<file path="config.mk">
export PLATFORM = sky130hd
export DESIGN_NAME = fwd_hazard_ctrl
export DESIGN_NICKNAME = d
export VERILOG_FILES = /design/src/rtl/fwd_hazard_ctrl.sv
export SDC_FILE = /design/constraint.sdc
export NUM_CORES = 1
export LEC_CHECK = 0
export ABC_AREA = 0
export CORE_MARGIN = 4
export CORE_UTILIZATION = 40
export CTS_CLUSTER_SIZE = 40
export DETAILED_ROUTE_END_ITERATION = 8
export GPL_ROUTABILITY_DRIVEN = 0
export PLACE_DENSITY = 0.76
export SYNTH_ARGS = -nofsm -noshare
export SYNTH_HDL_FRONTEND = slang
export SYNTH_SLANG_ARGS = --single-unit
</file>
<file path="constraint.sdc">
create_clock -name clk -period 1.98 [get_ports clk]
set_input_delay 0.396 -clock clk [delete_from_list [all_inputs] [get_ports clk]]
set_output_delay 0.396 -clock clk [all_outputs]
set_load 0.05 [all_outputs]
</file>
<file path="src/rtl/fwd_hazard_ctrl.sv">
// EX-stage operand-forwarding and hazard control.
// Tracks the instruction in EX (P1), raises registered forward flags and a
// registered forward value for the instruction leaving ID, and stalls for a
// single cycle when forwarding cannot cover the dependency (load-use, or an
// rd2 dependency when op2 is the immediate).
module fwd_hazard_ctrl #(
  parameter int XLEN  = 32,
  parameter int RA_W  = 5,
  parameter int CNT_W = 16
) (
  input  logic             clk,
  input  logic             rst,
  input  logic             id_valid,
  input  logic [RA_W-1:0]  id_rs1,
  input  logic [RA_W-1:0]  id_rs2,
  input  logic             id_use_rs1,
  input  logic             id_use_rs2,
  input  logic             id_alu_src,
  input  logic [RA_W-1:0]  id_rd,
  input  logic             id_reg_write,
  input  logic             id_is_load,
  input  logic             id_is_jump,
  input  logic [XLEN-1:0]  ex_alu_res,
  input  logic [XLEN-1:0]  ex_write_data,
  input  logic             flush,
  output logic             stall,
  output logic             ex_valid,
  output logic             fwd_a,
  output logic             fwd_b,
  output logic [XLEN-1:0]  fwd_res,
  output logic [CNT_W-1:0] stall_count
);

  // EX-slot record of the instruction issued last cycle
  logic            p1_valid;
  logic [RA_W-1:0] p1_rd;
  logic            p1_wr;
  logic            p1_load;
  logic            p1_jump;

  logic hit1;
  logic hit2;
  logic issue;
  logic fwd_a_nxt;
  logic fwd_b_nxt;

  // Dependency detection, stall and next forward flags
  always_comb begin
    hit1      = p1_valid & p1_wr & (p1_rd != '0) & (p1_rd == id_rs1);
    hit2      = p1_valid & p1_wr & (p1_rd != '0) & (p1_rd == id_rs2);
    stall     = id_valid & ~flush &
                ((id_use_rs1 & hit1 & p1_load) |
                 (id_use_rs2 & hit2 & (p1_load | id_alu_src)));
    issue     = id_valid & ~flush & ~stall;
    fwd_a_nxt = issue & id_use_rs1 & hit1 & ~p1_load;
    // EX gives fwd_b priority over alu_src, so never forward into an immediate op2
    fwd_b_nxt = issue & id_use_rs2 & ~id_alu_src & hit2 & ~p1_load;
  end

  assign ex_valid = p1_valid;

  // EX-slot tracking, registered forward outputs and stall counter
  always_ff @(posedge clk) begin
    if (rst) begin
      p1_valid    <= 1'b0;
      p1_rd       <= '0;
      p1_wr       <= 1'b0;
      p1_load     <= 1'b0;
      p1_jump     <= 1'b0;
      fwd_a       <= 1'b0;
      fwd_b       <= 1'b0;
      fwd_res     <= '0;
      stall_count <= '0;
    end else begin
      p1_valid <= issue;
      if (issue) begin
        p1_rd   <= id_rd;
        p1_wr   <= id_reg_write;
        p1_load <= id_is_load;
        p1_jump <= id_is_jump;
      end
      fwd_a <= fwd_a_nxt;
      fwd_b <= fwd_b_nxt;
      if (fwd_a_nxt | fwd_b_nxt)
        fwd_res <= p1_jump ? ex_write_data : ex_alu_res;
      if (stall && (stall_count != '1))
        stall_count <= stall_count + CNT_W'(1);
    end
  end

endmodule

</file>
== Word level (Yosys, flattened, before mapping) ==
Cells that the tools add are included.

* Bits in registers: 59
* Bits of input ports: 89
* Output and inout port bits: 52
* Word-level logic and storage cells: 41

* Add/sub/neg operators: 1
* Equal/unequal tests: 3
* Multiplexer cells: 1
* Bitwise logic cells: 25
* Reduce and logical (&&, ||, !) cells: 2

{| class="wikitable"
|+ Operator list
! cell !! number
|-
| $mux 32 || 1
|-
| $and 1x1->1 || 18
|-
| $add 16x1->16 const B || 1
|-
| $ne 16x16->1 const B || 1
|-
| $eq 5x5->1 || 2
|-
| $reduce_bool 5->1 || 1
|-
| $not 1->1 || 4
|-
| $or 1x1->1 || 3
|-
| $logic_and 1x1->1 || 1
|}

== Depth between registers and ports, before layout ==
Gate-level depths: netlist of run 1.

* Depth in word-level cells: 14
* Mapped depth: 7
* Depth with buffers taken out: 6

== Worst setup path before layout of run 1 ==
No wires, ideal clock.

* Kind: input to output
* From: in id_rs2[3]
* To: out stall
* Data arrival time: 2.168 ns
* Required time: 1.584 ns
* Slack: -0.584 ns
* Stages on the path: 6
* Buffers on the path: 2
* Cell sequence: xor2_1 -> or2_4 -> o32a_1 -> buf_6 -> buf_8 -> a21oi_1

* Cells in the longest elaborated chain, start to end: 6

{| class="wikitable"
|+ RTL lines
! item !! line !! source
|-
| start, declared || 15 || <nowiki>input logic [RA_W-1:0] id_rs2,</nowiki>
|-
| $eq 5x5->1 || 50 || <nowiki>hit2 = p1_valid & p1_wr & (p1_rd != '0) & (p1_rd == id_rs2);</nowiki>
|-
| $and 1x1->1 || 50 ||
|-
| $and 1x1->1 (2 in series) || 53 || <nowiki>(id_use_rs2 & hit2 & (p1_load | id_alu_src)));</nowiki>
|-
| $or 1x1->1 || 52 || <nowiki>((id_use_rs1 & hit1 & p1_load) |</nowiki>
|-
| $and 1x1->1 || 51 || <nowiki>stall = id_valid & ~flush &</nowiki>
|-
| end, declared || 26 || <nowiki>output logic stall,</nowiki>
|}

Every way passes these cells.

== Worst setup path after layout of run 1 ==
Same ends and word-level chain as after synthesis.

==> results of run 1 <==
==> worst min-delay path by stage <==
| stage | start | end |
|---|---|---|
| after detailed placement | p1_wr | p1_wr |
| after CTS | p1_wr | p1_wr |
| after floorplan | p1_wr | p1_wr |
| after global routing | rst | ex_valid |
| after global placement | p1_wr | p1_wr |
| final | p1_wr | p1_wr |
==> state kept, by name, indices dropped and copies added (netlist names) <==
name	cells
p1_jump	1
fwd_b	1
fwd_a	1
ex_valid	1
fwd_res	32
stall_count	16
p1_load	1
p1_wr	1
p1_rd	5
==> cells in the final DEF, fill, tap and decap left out, types with 9 or more instances in the layout <==
| cell type | n |
|---|---|
| clkdlybuf4s50_1 | 119 |
| dlygate4sd2_1 | 10 |
| dfxtp_1 | 42 |
| buf_6 | 15 |
| clkbuf_8 | 12 |
| mux2_4 | 46 |
| nand4_1 | 9 |
| buf_4 | 45 |
| nand2b_1 | 17 |
| o32ai_4 | 10 |
| nand3_1 | 14 |
| nor2b_1 | 48 |
| nand2_1 | 10 |
| buf_12 | 9 |
| nor2_1 | 50 |
| dfxtp_2 | 14 |
| mux2i_1 | 40 |
==> repair_timing <==
action | CTS | global route
cloned | 3 | 2
resized for setup | 47 | 46
pin swaps | 11 | 16
setup buffers | 13 | 10
endpoints found under the setup margin | 62 | 60
==> worst max-delay path, cell delays in order <==
cell and delay, ns:
dlygate4sd2_1 0.26, xor2_2 0.18, nor2_1 0.29, nand3_1 0.23, buf_4 0.21, a21oi_4 0.16
buf_12 0.15
==> power by group through the flow <==
stage	clock, mW	sequential (mW)	combinational [mW]
3_3_place_gp	0	1.23	0.403
6_report	1.03	1.20	0.447
2_1_floorplan	0	1.23	0.171
4_1_cts	1.06	1.20	0.426
5_1_grt	1.10	1.20	0.482
3_5_place_dp	0	1.23	0.412
==> per-layer routing <==
layer	GRT usage (%)	up-vias
met1	22.1	1689
met5	0	-
met4	7.27	0
li1	-	1734
met2	38.0	131
met3	5.75	15
==> area by class of cell <==
| type | instances | area, um^2 | area share [%] |
|---|---|---|---|
| multi-input cells | 300 | 2730 | 43.0 |
| repair buffers | 205 | 2090 | 32.8 |
| flip-flops and latches | 59 | 1210 | 19.0 |
| clock buffers | 14 | 173 | 2.72 |
| well taps | 108 | 135 | 2.13 |
| clock inverters | 2 | 10.0 | 0.158 |
| inverters | 2 | 7.51 | 0.118 |
==> metrics by stage <==
step | worst slack (ns) | power, mW | util (%) | setup TNS [ns] | instance area [um^2]
after floorplan | -0.139 | 1.40 | - | -2.14 | 3740
after global placement | -0.645 | 1.63 | 63.0 | -27.97 | 5500
after detailed placement | -0.693 | 1.64 | 63.0 | -29.90 | 5500
after CTS | -0.300 | 2.68 | 69.3 | -8.07 | 6040
after global routing | -0.329 | 2.79 | 72.9 | -11.18 | 6350
final | -0.289 | 2.68 | 72.9 | -7.63 | 6350
==> kinds of logic after synthesis <==
family	synth area share [%]
compound gates	7.31
mux	26.0
xor+xnor	2.45
flops	33.0
simple gates	26.7
fa+ha+maj	0.350
buf+inv	4.23
==> impl_metrics.ini, run 1 <==
[outcome]
status = complete, but fails checks
failed_checks = negative setup slack

[min_path]
hold_depth = 2
min_path_type = reg2reg

[cells_and_area]
layout-drive-gt1-share_pct = 32.1
layout-area-overhead-vs-synth_pct = 77.6
final_cell_count_no_fill = 690
diodes = 0
fillers = 639
fin_nets = 667

[detailed_routing]
drtIter0Drc = 133
wl_met1_um = 4350
num_vias = 3569
highest_layer = met4
via_per_inst = 5.17
remaining_drc_errors = 0
ant_nets = 0
drt_wl_total_um = 11500
wl_met2_um = 6100
wl_met3_um = 836
wire_per_inst_um = 16.6
dr.pass1.iters = 4

[flow_run]
maxCapViolations = 0

[yosys]
syn_nets = 476
synth_seq_cells = 59
yosysTopAreaCell = dfxtp_1
synthTopCellsByCount = 59 x dfxtp_1, 50 x nor2_1, 49 x nor2b_1, 41 x mux2_2, 40 x mux2i_1
netlist-cell-type-count = 42
ys_async_sr_fraction_pct = 0
ys_warn_count = 0
synth_top_cell_area_share_pct = 33.0
synth_edf_count = 0
synth_cells = 386
syn_area_um2 = 3580
synth_ff_type = dfxtp_1
ys_seq_area_share_pct = 33.0
avgSynthCellArea_um2 = 9.27
yosysMostFrequentCell = dfxtp_1
synthTopCellsByArea = dfxtp_1 33%, mux2_2 13%, mux2i_1 11%, nor2b_1 8.6%, nor2_1 5.2%

[clocking]
htree_levels = 3
clock-sinks = 59
cts_made_buffers = 9
cts_max_path_buffers = 2
clock_latency_ns = 0.34
cts_tree = yes
clkTransAtPathRegs_ns = 0.07
cts_root_buf = clkbuf_8
ctsHoldBuffers = 0

[pwr]
comb_power_share_pct = 16.7
pwr-share-clk_pct = 38.4
power.switching_mw = 0.656
p_leak_nw = 2.56
p_seq_share_pct = 44.9
swShare_pct = 24.5
powerDensity_nw_per_um2 = 421
p_int_mw = 2.02
ir_drop_mv = 0.288

[setup_path]
critPathKind = in2out
critPathLaunch = id_rs2[3]
start_kind = input pin
worstPathArrival_ns = 1.87
worst_r2r_path_depth = 7
crit_required_ns = 1.58
crit_fanout = 3
reg2reg_to = stall_count[4]
worstSetupEndpointType = primary output
r2r_setup_slack_ns = -0.19
crit_end = stall
timing.rr.start = p1_rd[1]

[timing]
max_slew_margin_pct = 63.8
worst_clock_skew_ns = 0.00785
rsz0062_at_grt = true
period_needed_ns = 2.27
post-route-period-util_pct = 115
setup_viol = 59
worst_pin_slew_ns = 0.542
timing.final.ws_setup_ns = -0.289
slew_violations = 0
hold_slack_ns = 0.487
max_freq_mhz = 441
hold_viol = 0

[grt]
grt_overflow = 0
grt_pass1_wl_um = 16900
gr-usage-all-layers_pct = 20.5
antenna_found_initial = 0
grt_max_degree = 51
first_global_vias = 3618

[place]
place_inst = 650
numPortBuffers = 140
dp_hpwl_um = 7570

[floorplan]
die_y_um = 103
pin_count = 141
start_util_pct = 41.0
die_w_um = 103
num_rows = 34
dieArea_um2 = 10500
core_um2 = 8720
Power figures use the tool's default switching activity.
==> inputs of run 2 (changes only) <==
--- a/config.mk
+++ b/config.mk
@@ -6,11 +6,14 @@
 export NUM_CORES = 1
 export LEC_CHECK = 0
 export ABC_AREA = 0
+export CELL_PAD_IN_SITES_DETAIL_PLACEMENT = 1
+export CELL_PAD_IN_SITES_GLOBAL_PLACEMENT = 1
 export CORE_MARGIN = 4
-export CORE_UTILIZATION = 40
+export CORE_UTILIZATION = 29
 export CTS_CLUSTER_SIZE = 40
 export DETAILED_ROUTE_END_ITERATION = 8
 export GPL_ROUTABILITY_DRIVEN = 0
+export HOLD_SLACK_MARGIN = 0.15
 export PLACE_DENSITY = 0.76
 export SYNTH_ARGS = -nofsm -noshare
 export SYNTH_HDL_FRONTEND = slang
==> impl_metrics.ini, run 2 (synthesized netlist as in run 1, its figures left out) <==
[outcome]
status = complete, but fails checks
failed_checks = negative setup slack

[min_path]
holdPathEnd = p1_wr
min_path_type = reg2reg
hold_depth = 2
min_from = p1_wr

[detailed_routing]
drtIter0Drc = 128
wire_per_inst_um = 18.0
ant_nets = 0
drt_wl_total_um = 13500
num_vias = 3617
remaining_drc_errors = 0
via_per_inst = 4.81
dr.pass1.iters = 4

[grt]
first_global_vias = 3959
grt_max_degree = 44
grt_pass1_wl_um = 20000
gr-usage-all-layers_pct = 17.6
antenna_found_initial = 0
grt_overflow = 0

[floorplan]
die_w_um = 119
pin_count = 141
die_y_um = 119
start_util_pct = 29.7
num_rows = 40
dieArea_um2 = 14200
core_um2 = 12100

[timing]
setup_viol = 58
post-route-period-util_pct = 115
max_freq_mhz = 440
timing.final.ws_setup_ns = -0.295
tns_ns = -10.94
period_needed_ns = 2.27
slew_violations = 0
rsz0062_at_grt = true
worst_pin_slew_ns = 0.546
hold_viol = 0
worst_clock_skew_ns = 0.00594
max_slew_margin_pct = 63.5
hold_slack_ns = 0.481

[setup_path]
timing.rr.start = p1_rd[1]
reg2reg_to = fwd_res[21]
start_kind = flip-flop
crit_path_top_delay_cell = or4_4
worst-path-buf-inv = 2
crit_fanout = 3
path_delay_family = simple AND/OR/NAND/NOR gates
worstSetupEndpointType = primary output
r2r_setup_slack_ns = -0.27
path_cells = or4_4, o21a_4, nand2_4, buf_6, a21oi_4, buf_12
cp_slowest_stage_delay_ns = 0.57
worstPathArrival_ns = 1.88
worst_r2r_path_depth = 10
crit_required_ns = 1.58
critPathKind = reg2out

[clocking]
cts_made_buffers = 9
cts_tree = yes
cts_max_path_buffers = 2
cts_root_buf = clkbuf_16
clkTransAtPathRegs_ns = 0.06
clock_latency_ns = 0.33
htree_levels = 3
clock-sinks = 59

[cells_and_area]
largest_reg_flops = 32
final_common_cell = clkdlybuf4s50_1
layout-drive-gt1-share_pct = 35.3
fin_nets = 669
fin_area_um2 = 6580
final_cell_mix = 112 x clkdlybuf4s50_1, 58 x buf_4, 49 x nor2_1
top_regs = fwd_res x32, stall_count x16, p1_rd x5
regMostFlops = fwd_res
layout-area-overhead-vs-synth_pct = 84.0
diodes = 0

[place]
numPortBuffers = 140
placed_area_um2 = 5580
dp_hpwl_um = 8900

[pwr]
total_power_mw = 3.23
p_leak_nw = 2.63
ir_drop_mv = 0.362
powerDensity_nw_per_um2 = 491

[flow_run]
maxCapViolations = 0
[run 2: area by class of cell]
class	instances	area, um^2
flip-flops and latches	59	1220
fillers	1310	5480
repair buffers	206	2050
inverters	2	7.51
well taps	168	210
clock buffers	15	288
multi-input cells	301	2810
clock inverters	1	5.00
[run 2: worst register-to-register path, delay by kind of cell (launching register included)]
kind            cells  cell delay, ns
compound gates      2            0.30
xor+xnor            1            0.16
buf+inv             5            0.81
flops               1            0.36
mux                 1            0.29
simple gates        1            0.21
[run 2: worst max path at each step]
stage	start	cells after the start	endpoint	slack, ns
after floorplan	id_rs2[3]	6	stall	-0.14
after global placement	id_rs2[3]	6	stall_count[0]	-0.66
after detailed placement	id_rs2[0]	6	stall_count[0]	-0.72
after CTS	p1_rd[2]	6	stall	-0.38
after global routing	p1_rd[0]	6	stall	-0.34
final	p1_rd[0]	6	stall	-0.29
[run 2: report_power, final]
group / total [mW] / internal, mW / switching (mW)
registers: 1.20 / 1.19 / 0.0106
clock network: 1.54 / 0.983 / 0.554
logic: 0.492 / 0.295 / 0.196
total: 3.23 / 2.47 / 0.761
[run 2: timing repair]
item | CTS | global route
endpoints found under the hold margin | 0 | 0
gates cloned | 2 | 0
hold buffers | 0 | 0
pin swaps | 18 | 18
gates resized for setup | 68 | 41
endpoints found under the setup margin | 60 | 59
setup buffers | 12 | 16
[run 2: through the flow]
| stage | util (%) | worst slack [ns] | std cells |
|---|---|---|---|
| global placement | 46.3 | -0.656 | 710 |
| CTS | 52.2 | -0.378 | 739 |
| global route | 54.6 | -0.342 | 752 |
| detailed placement | 46.3 | -0.721 | 710 |
| finish | 54.6 | -0.295 | 752 |
| floorplan | - | -0.139 | 386 |
[run 2: per-layer routing]
layer  wire length, um  share of wire (%)  GRT usage [%]  vias to the layer above
li1                  -                  -              -                     1749
met1              5090                 38           18.4                     1737
met2              7280                 54           31.7                      109
met3               912                6.8           6.60                       22
met4               216                1.6           6.95                        0
met5                 0                  0              0                        -
==> inputs of run 3 (changes only) <==
--- a/config.mk
+++ b/config.mk
@@ -5,7 +5,6 @@
 export SDC_FILE = /design/constraint.sdc
 export NUM_CORES = 1
 export LEC_CHECK = 0
-export ABC_AREA = 0
 export CELL_PAD_IN_SITES_DETAIL_PLACEMENT = 1
 export CELL_PAD_IN_SITES_GLOBAL_PLACEMENT = 1
 export CORE_MARGIN = 4
==> results of run 3 <==
Final layout, timing and power as in run 2 (identical DEF).
